==> config.mk <==
export PLATFORM = sky130hd
export DESIGN_NAME = serial_pattern_source
export DESIGN_NICKNAME = d
export VERILOG_FILES = /design/src/rtl/serial_pattern_source.sv
export SDC_FILE = /design/constraint.sdc
export NUM_CORES = 1
export LEC_CHECK = 0
export BUFFER_PORTS_ARGS = -buffer_cell sky130_fd_sc_hd__buf_2
export CORE_MARGIN = 4
export CORE_UTILIZATION = 59
export DETAILED_ROUTE_END_ITERATION = 8
export PLACE_DENSITY = 0.83
export SLEW_MARGIN = 20
export SYNTH_ARGS = -nofsm -noshare
export SYNTH_HDL_FRONTEND = slang
export SYNTH_SLANG_ARGS = --single-unit
export TNS_END_PERCENT = 20
==> constraint.sdc <==
create_clock -name clock -period 4.5 [get_ports clock]
set_clock_uncertainty 0.05 [all_clocks]
set_input_delay 0.45 -clock clock [delete_from_list [all_inputs] [get_ports clock]]
set_output_delay 0.45 -clock clock [all_outputs]
set_load 0.01 [all_outputs]
==> src/rtl/serial_pattern_source.sv <==
// ---------------------------------------------------------------------------
// serial_pattern_source
//
// Parallel-to-serial stage feeding the single-bit input of the Mealy pattern
// detector. Words of WIDTH bits arrive over a valid/ready handshake and are
// shifted out one bit per clock. A one-word holding buffer lets a second
// word wait behind the one being shifted, so consecutive words stream with
// no idle cycle between them. When no word is being shifted the line sits
// at IDLE_LEVEL. Every fully shifted word is counted in words_sent.
//
// Parameters:
//   WIDTH      bits per word (>= 2)
//   MSB_FIRST  1: in_data[WIDTH-1] goes out first, 0: in_data[0] goes first
//   IDLE_LEVEL level driven on serial_out while nothing is being shifted
//
// Ports:
//   clock          system clock, rising edge
//   reset_n        asynchronous, active-low reset
//   in_data        word to serialise
//   in_valid       in_data is valid
//   in_ready       block can accept a word this cycle (holding buffer empty)
//   serial_out     registered serial bit stream (detector input i)
//   serial_active  registered, 1 while serial_out carries a data bit
//   words_sent     count of completed words, wraps 0xFFFF -> 0
// ---------------------------------------------------------------------------
module serial_pattern_source #(
    parameter int WIDTH      = 9,
    parameter bit MSB_FIRST  = 1'b1,
    parameter bit IDLE_LEVEL = 1'b1
) (
    input  logic             clock,
    input  logic             reset_n,
    input  logic [WIDTH-1:0] in_data,
    input  logic             in_valid,
    output logic             in_ready,
    output logic             serial_out,
    output logic             serial_active,
    output logic [15:0]      words_sent
);

    localparam int            CW       = $clog2(WIDTH);
    localparam logic [CW-1:0] LAST_BIT = CW'(WIDTH - 1);

    typedef enum logic {
        IDLE,
        SHIFT
    } state_t;

    state_t            state, state_next;
    logic [WIDTH-1:0]  shifter, shifter_next;
    logic [CW-1:0]     cnt, cnt_next;
    logic [WIDTH-1:0]  hold_data, hold_data_next;
    logic              hold_valid, hold_valid_next;
    logic              serial_out_next;
    logic              serial_active_next;
    logic [15:0]       words_sent_next;
    logic              accept;

    // The bit that goes on the line first for a given word.
    function automatic logic first_bit(input logic [WIDTH-1:0] w);
        if (MSB_FIRST)
            return w[WIDTH-1];
        else
            return w[0];
    endfunction

    // The word with its first-out bit removed, so the next bit to send
    // always sits at the same end of the shifter.
    function automatic logic [WIDTH-1:0] shift_once(input logic [WIDTH-1:0] w);
        if (MSB_FIRST)
            return {w[WIDTH-2:0], 1'b0};
        else
            return {1'b0, w[WIDTH-1:1]};
    endfunction

    // Ready depends only on the holding buffer, never on in_valid, so the
    // upstream source sees no combinational loop through this block.
    assign in_ready = ~hold_valid;
    assign accept   = in_valid & ~hold_valid;

    // State and datapath registers. Reset discards both the in-flight word
    // and any held word and returns the line to idle straight away.
    always_ff @(posedge clock or negedge reset_n) begin
        if (!reset_n) begin
            state         <= IDLE;
            shifter       <= '0;
            cnt           <= '0;
            hold_data     <= '0;
            hold_valid    <= 1'b0;
            serial_out    <= IDLE_LEVEL;
            serial_active <= 1'b0;
            words_sent    <= '0;
        end else begin
            state         <= state_next;
            shifter       <= shifter_next;
            cnt           <= cnt_next;
            hold_data     <= hold_data_next;
            hold_valid    <= hold_valid_next;
            serial_out    <= serial_out_next;
            serial_active <= serial_active_next;
            words_sent    <= words_sent_next;
        end
    end

    // Next-state and next-output logic. The shifter always holds the bits
    // that are still to be sent after the one currently on the line; the
    // line bit itself lives in the serial_out register. At the end of a word
    // the held word takes priority over a new arrival, and a new arrival on
    // that edge can only bypass the holding buffer when the buffer is empty,
    // so the shifter and the buffer never both take in_data on one edge.
    always_comb begin
        state_next         = state;
        shifter_next       = shifter;
        cnt_next           = cnt;
        hold_data_next     = hold_data;
        hold_valid_next    = hold_valid;
        serial_out_next    = serial_out;
        serial_active_next = serial_active;
        words_sent_next    = words_sent;

        unique case (state)
            IDLE: begin
                if (accept) begin
                    shifter_next       = shift_once(in_data);
                    serial_out_next    = first_bit(in_data);
                    serial_active_next = 1'b1;
                    cnt_next           = '0;
                    state_next         = SHIFT;
                end
            end

            SHIFT: begin
                if (cnt != LAST_BIT) begin
                    cnt_next        = cnt + CW'(1);
                    serial_out_next = first_bit(shifter);
                    shifter_next    = shift_once(shifter);
                    if (accept) begin
                        hold_data_next  = in_data;
                        hold_valid_next = 1'b1;
                    end
                end else begin
                    words_sent_next = words_sent + 16'd1;
                    if (hold_valid) begin
                        shifter_next       = shift_once(hold_data);
                        serial_out_next    = first_bit(hold_data);
                        serial_active_next = 1'b1;
                        cnt_next           = '0;
                        hold_valid_next    = 1'b0;
                    end else if (accept) begin
                        shifter_next       = shift_once(in_data);
                        serial_out_next    = first_bit(in_data);
                        serial_active_next = 1'b1;
                        cnt_next           = '0;
                    end else begin
                        serial_out_next    = IDLE_LEVEL;
                        serial_active_next = 1'b0;
                        cnt_next           = '0;
                        state_next         = IDLE;
                    end
                end
            end

            default: begin
                state_next = IDLE;
            end
        endcase
    end

endmodule

### After elaboration in Yosys (flattened, before gate mapping)

Index checks and enable logic that the tools add are counted.

* $add $sub $neg: 2
* equality and inequality tests: 4
* multiplexer cells: 20
* bitwise logic cells: 4
* reductions and logical operators: 4

Operator list (count)
* $mux W9: 3
* $pmux W9 S2: 1
* $add A16 B1 Y16 const B: 1
* $mux W1: 10
* $mux W4: 2
* $pmux W4 S2: 1
* $ne A2 B2 Y1 const B: 3
* $pmux W1 S2: 3
* $reduce_and A2 Y1: 3
* $add A4 B1 Y4 const B: 1
* $ne A4 B4 Y1 const B: 1
* $not A1 Y1: 3
* $reduce_and A3 Y1: 1
* $and A1 B1 Y1: 1

* flip-flop bits (word level): 42
* word-level logic and storage cells: 42

### Logic depth before layout (Yosys ltp)

* word-level depth: 6
* gate-level depth with buffers: 7
* mapped depth without buffers: 6

### Least setup slack after synthesis

No wires, ideal clock.

* path type: reg2reg
* start point: reg cnt[0]
* end point: reg words_sent[7]
* setup time: 0.126 ns
* arrival time: 1.573 ns
* data required time: 4.324 ns
* slack: 2.751 ns
* cell stages (with the launch flop): 8
* path buffers: 1
* path through: dfrtp_1 inv_1 ha_1 and4b_2 clkbuf_1 and3_1 nand4_1 xnor2_1

* longest elaborated chain between the ends: 3

Ends and longest elaborated chain
* start: declaration: line 51 `logic [CW-1:0] cnt, cnt_next;`
* start signal: assignment: line 96 `cnt <= cnt_next;`
* $ne A4 B4 Y1: line 133 `if (cnt != LAST_BIT) begin`
* $not A1 Y1 (no line)
* $reduce_and A2 Y1 (no line)
* end signal: assignment: line 101 `words_sent <= words_sent_next;`
* end: declaration: line 38 `output logic [15:0] words_sent`

Every way passes these cells.
A chain may end at the register's enable or synchronous reset.

### Worst setup path in the final report

* start point: reg hold_valid
* end point: reg hold_data[8]

* longest elaborated chain between the ends: 3

Ends and longest elaborated chain
* start: declaration: line 53 `logic hold_valid, hold_valid_next;`
* start signal: assignment: line 98 `hold_valid <= hold_valid_next;`
* $not A1 Y1: line 79 `assign accept = in_valid & ~hold_valid;`
* $and A1 B1 Y1: line 79
* $reduce_and A3 Y1 (no line)
* end signal: assignment: line 97 `hold_data <= hold_data_next;`
* end: declaration: line 52 `logic [WIDTH-1:0] hold_data, hold_data_next;`

Every way passes these cells.

==> run_results.csv <==
group,metric,value,unit
routing,routed_wl,3.89,mm
final_layout,fin_util,69.8,%
clock_network,clk_latency,0.35,ns
timing,finalSetupViolations,0,
yosys,synth.cell_area,1940,um^2
yosys,yosys_warnings,0,
yosys,yosysSeqAreaShare,54.2,%
grt,gr-usage-met1,25.5,%
worst_setup_path,cp.required,4.69,ns
timing,finalHoldViolCount,0,
timing,setup_tns,0,ns
timing,max_freq,441,MHz
worst_setup_path,startpoint_type,"flop",
die,io_pins,31,
final_layout,final_nets,222,
final_layout,fillerInstances,267,
outcome,outcome,"finished, final reports clean",
timing,slew_viol_final,0,
routing,dr_total_vias,1449,
worst_setup_path,critical-path-max-stage-delay,0.69,ns
timing,fin_crit_sh,50.4,%
grt,use_met3,5.81,%
yosys,ys_types,36,
grt,track_usage,21.3,%
min_path,hold_class,"in -> async",
yosys,ys_ff_latch,42,
clock_network,tritoncts,"yes",
routing,antenna_left,0,
die,core,3100,um^2
pwr,finalPower,1210,uW
die,initial_core_util,62.6,%
die,rows,20,
worst_setup_path,setup.worst_path.start,"hold_valid",
yosys,synth_edf_count,0,
grt,overflow,0,
clock_network,clock-sinks,42,
clock_network,cts_buffers,5,
yosys,syn_area_per_cell,10.9,um^2
yosys,async_flop_share,100,%
clock_network,cts_root_buffer,"clkbuf_4",
yosys,synthCells,178,
place,port_buffers,30,
worst_setup_path,end_kind,"flop",
grt,grt.busiest_layer,"met2",
worst_setup_path,critPathMaxFanout,12,
routing,drt_iter0_markers,144,
die,die_height,65.4,um
routing,vias_per_cell,5.75,
timing,whs,0.163,ns
clock_network,postCtsSetupRepairBufs,0,
clock_network,htreeDepth,2,
timing,grt_setup_unrepaired,"no",
routing,first_pass_iters,4,
job,cap_violations,0,
final_layout,antenna_cells,0,
timing,worst_slew_pin_slew,0.882,ns
timing,slew_headroom,41.2,%
worst_setup_path,worst_path_max_delay_cell,"nor2b_1",
worst_setup_path,reg2reg_from,"hold_valid",
grt,grt_pass1_wl,6.88,mm
pwr,powerDensity,557,nW/um^2
place,dp_hpwl,2.76,mm
final_layout,area_growth,11.5,%
yosys,synthFlopType,"dfrtp_1",
clock_network,cts_resized,0,
clock_network,clock_path_buffers,2,
worst_setup_path,cp.arrival,2.45,ns
grt,antenna_found_initial,0,
die,fp.dieArea,4280,um^2
grt,grt_max_degree,43,
place,gp_congestion,0.793,
timing,min_period,2.27,ns
worst_setup_path,path_buf_inv,0,
worst_setup_path,crit_chain,"nor2b_1 -> and3_1 -> mux2_2",
routing,wire_per_inst,15.4,um
grt,grtUsageMet2,36.0,%
clock_network,ctsHoldBuffers,0,
pwr,power.leakage,0.00101,uW
worst_setup_path,path_delay_family,"simple AND/OR/NAND/NOR gates",
worst_setup_path,critPathKind,"reg -> reg",
clock_network,clk_pin_slew_worst_paths,0.12,ns
pwr,peakVddDrop,0.000373,V
routing,drc,0,
final_layout,drive_gt1_share,26.4,%
die,die_w,65.4,um
grt,grt_pass1_vias,1531,
yosys,synth_nets,193,
==> synth_stat cells (2+ instances only) <==
library cell,count,area [um^2]
ha_1,3,37.5
buf_2,2,10.0
o22ai_1,10,62.6
nor2_1,2,7.51
nor2b_1,2,12.5
nor3b_1,2,15.0
o21ai_0,3,15.0
a21oi_1,2,10.0
dfrtp_1,41,1030
inv_1,5,18.8
clkbuf_1,6,22.5
a32oi_1,8,70.1
mux2_2,9,101
nor2_2,2,12.5
and3_1,4,25.0
nand4_1,10,62.6
xnor2_1,15,131
nand2_1,34,128
==> registers in the layout, summed over array words and instances (netlist names) <==
register,cells
serial_out,1
cnt,4
serial_active,1
hold_valid,1
hold_data,9
state,1
shifter,9
words_sent,16
==> area by class of cell <==
type / instances / area [um^2] / area share (%)
Sequential cell: 42 / 1050 / 48.6
Clock inverter: 2 / 10.0 / 0.462
Multi-Input combinational cell: 123 / 840 / 38.7
Inverter: 5 / 18.8 / 0.866
Clock buffer: 6 / 41.3 / 1.91
Tap cell: 44 / 55.1 / 2.54
Timing Repair Buffer: 30 / 150 / 6.93
==> power breakdown <==
group          switching, uW  internal [uW]  total (uW)
clock network            115           59.6         175
logic                    202            200         402
registers                128            502         630
==> final timing paths <==
kind,end,slack (ns),depth (start not counted)
max reg2reg,hold_data[8],2.23,3
max,hold_data[8],2.23,3
min reg2reg,words_sent[15],0.42,1
min,hold_data[7],0.16,1
max in group asynchronous,cnt[1],3.69,1
min in group clock,hold_data[5],0.29,2
==> cells in the final DEF (no fill, tap or decap), types with 3 or more instances in the layout <==
cell type,count
a32oi_1,8
and3_1,4
buf_2,30
clkbuf_4,5
dfrtp_1,41
ha_1,3
inv_1,5
mux2_2,9
nand2_1,34
nand4_1,10
o21ai_0,3
o22ai_1,10
xnor2_1,15
==> worst reg2reg max path, stage by stage (launching register included) <==
cell and delay (ns):
dfrtp_1 0.47, nor2b_1 0.69, and3_1 0.56, mux2_2 0.39
==> kinds of logic (layout without fill, tap and decap cells) <==
kind of cell	count (synthesis)	in the layout	share of synthesized area, %
buf+inv	13	43	2.64
compound gates	29	29	10.4
flops	42	42	54.2
mux	10	10	5.73
fa+ha+maj	3	3	1.93
simple gates	65	65	18.0
xor+xnor	16	16	7.21
==> per-layer routing <==
| metal | vias up | wire length [um] | share of wire [%] |
|---|---|---|---|
| met5 | - | 0 | 0 |
| met4 | 0 | 56 | 1.4 |
| met3 | 6 | 204 | 5.2 |
| met2 | 38 | 1930 | 50 |
| met1 | 709 | 1700 | 44 |
| li1 | 696 | - | - |
==> through the flow <==
stage / cell area, um^2 / std cells / worst slack (ns)
2_1_floorplan: 1940 / 178 / 2.75
3_3_place_gp: 2120 / 244 / 2.26
3_5_place_dp: 2120 / 244 / 2.15
4_1_cts: 2170 / 252 / 2.26
5_1_grt: 2170 / 252 / 2.13
6_report: 2170 / 252 / 2.23
Power figures use the tool's default switching activity.
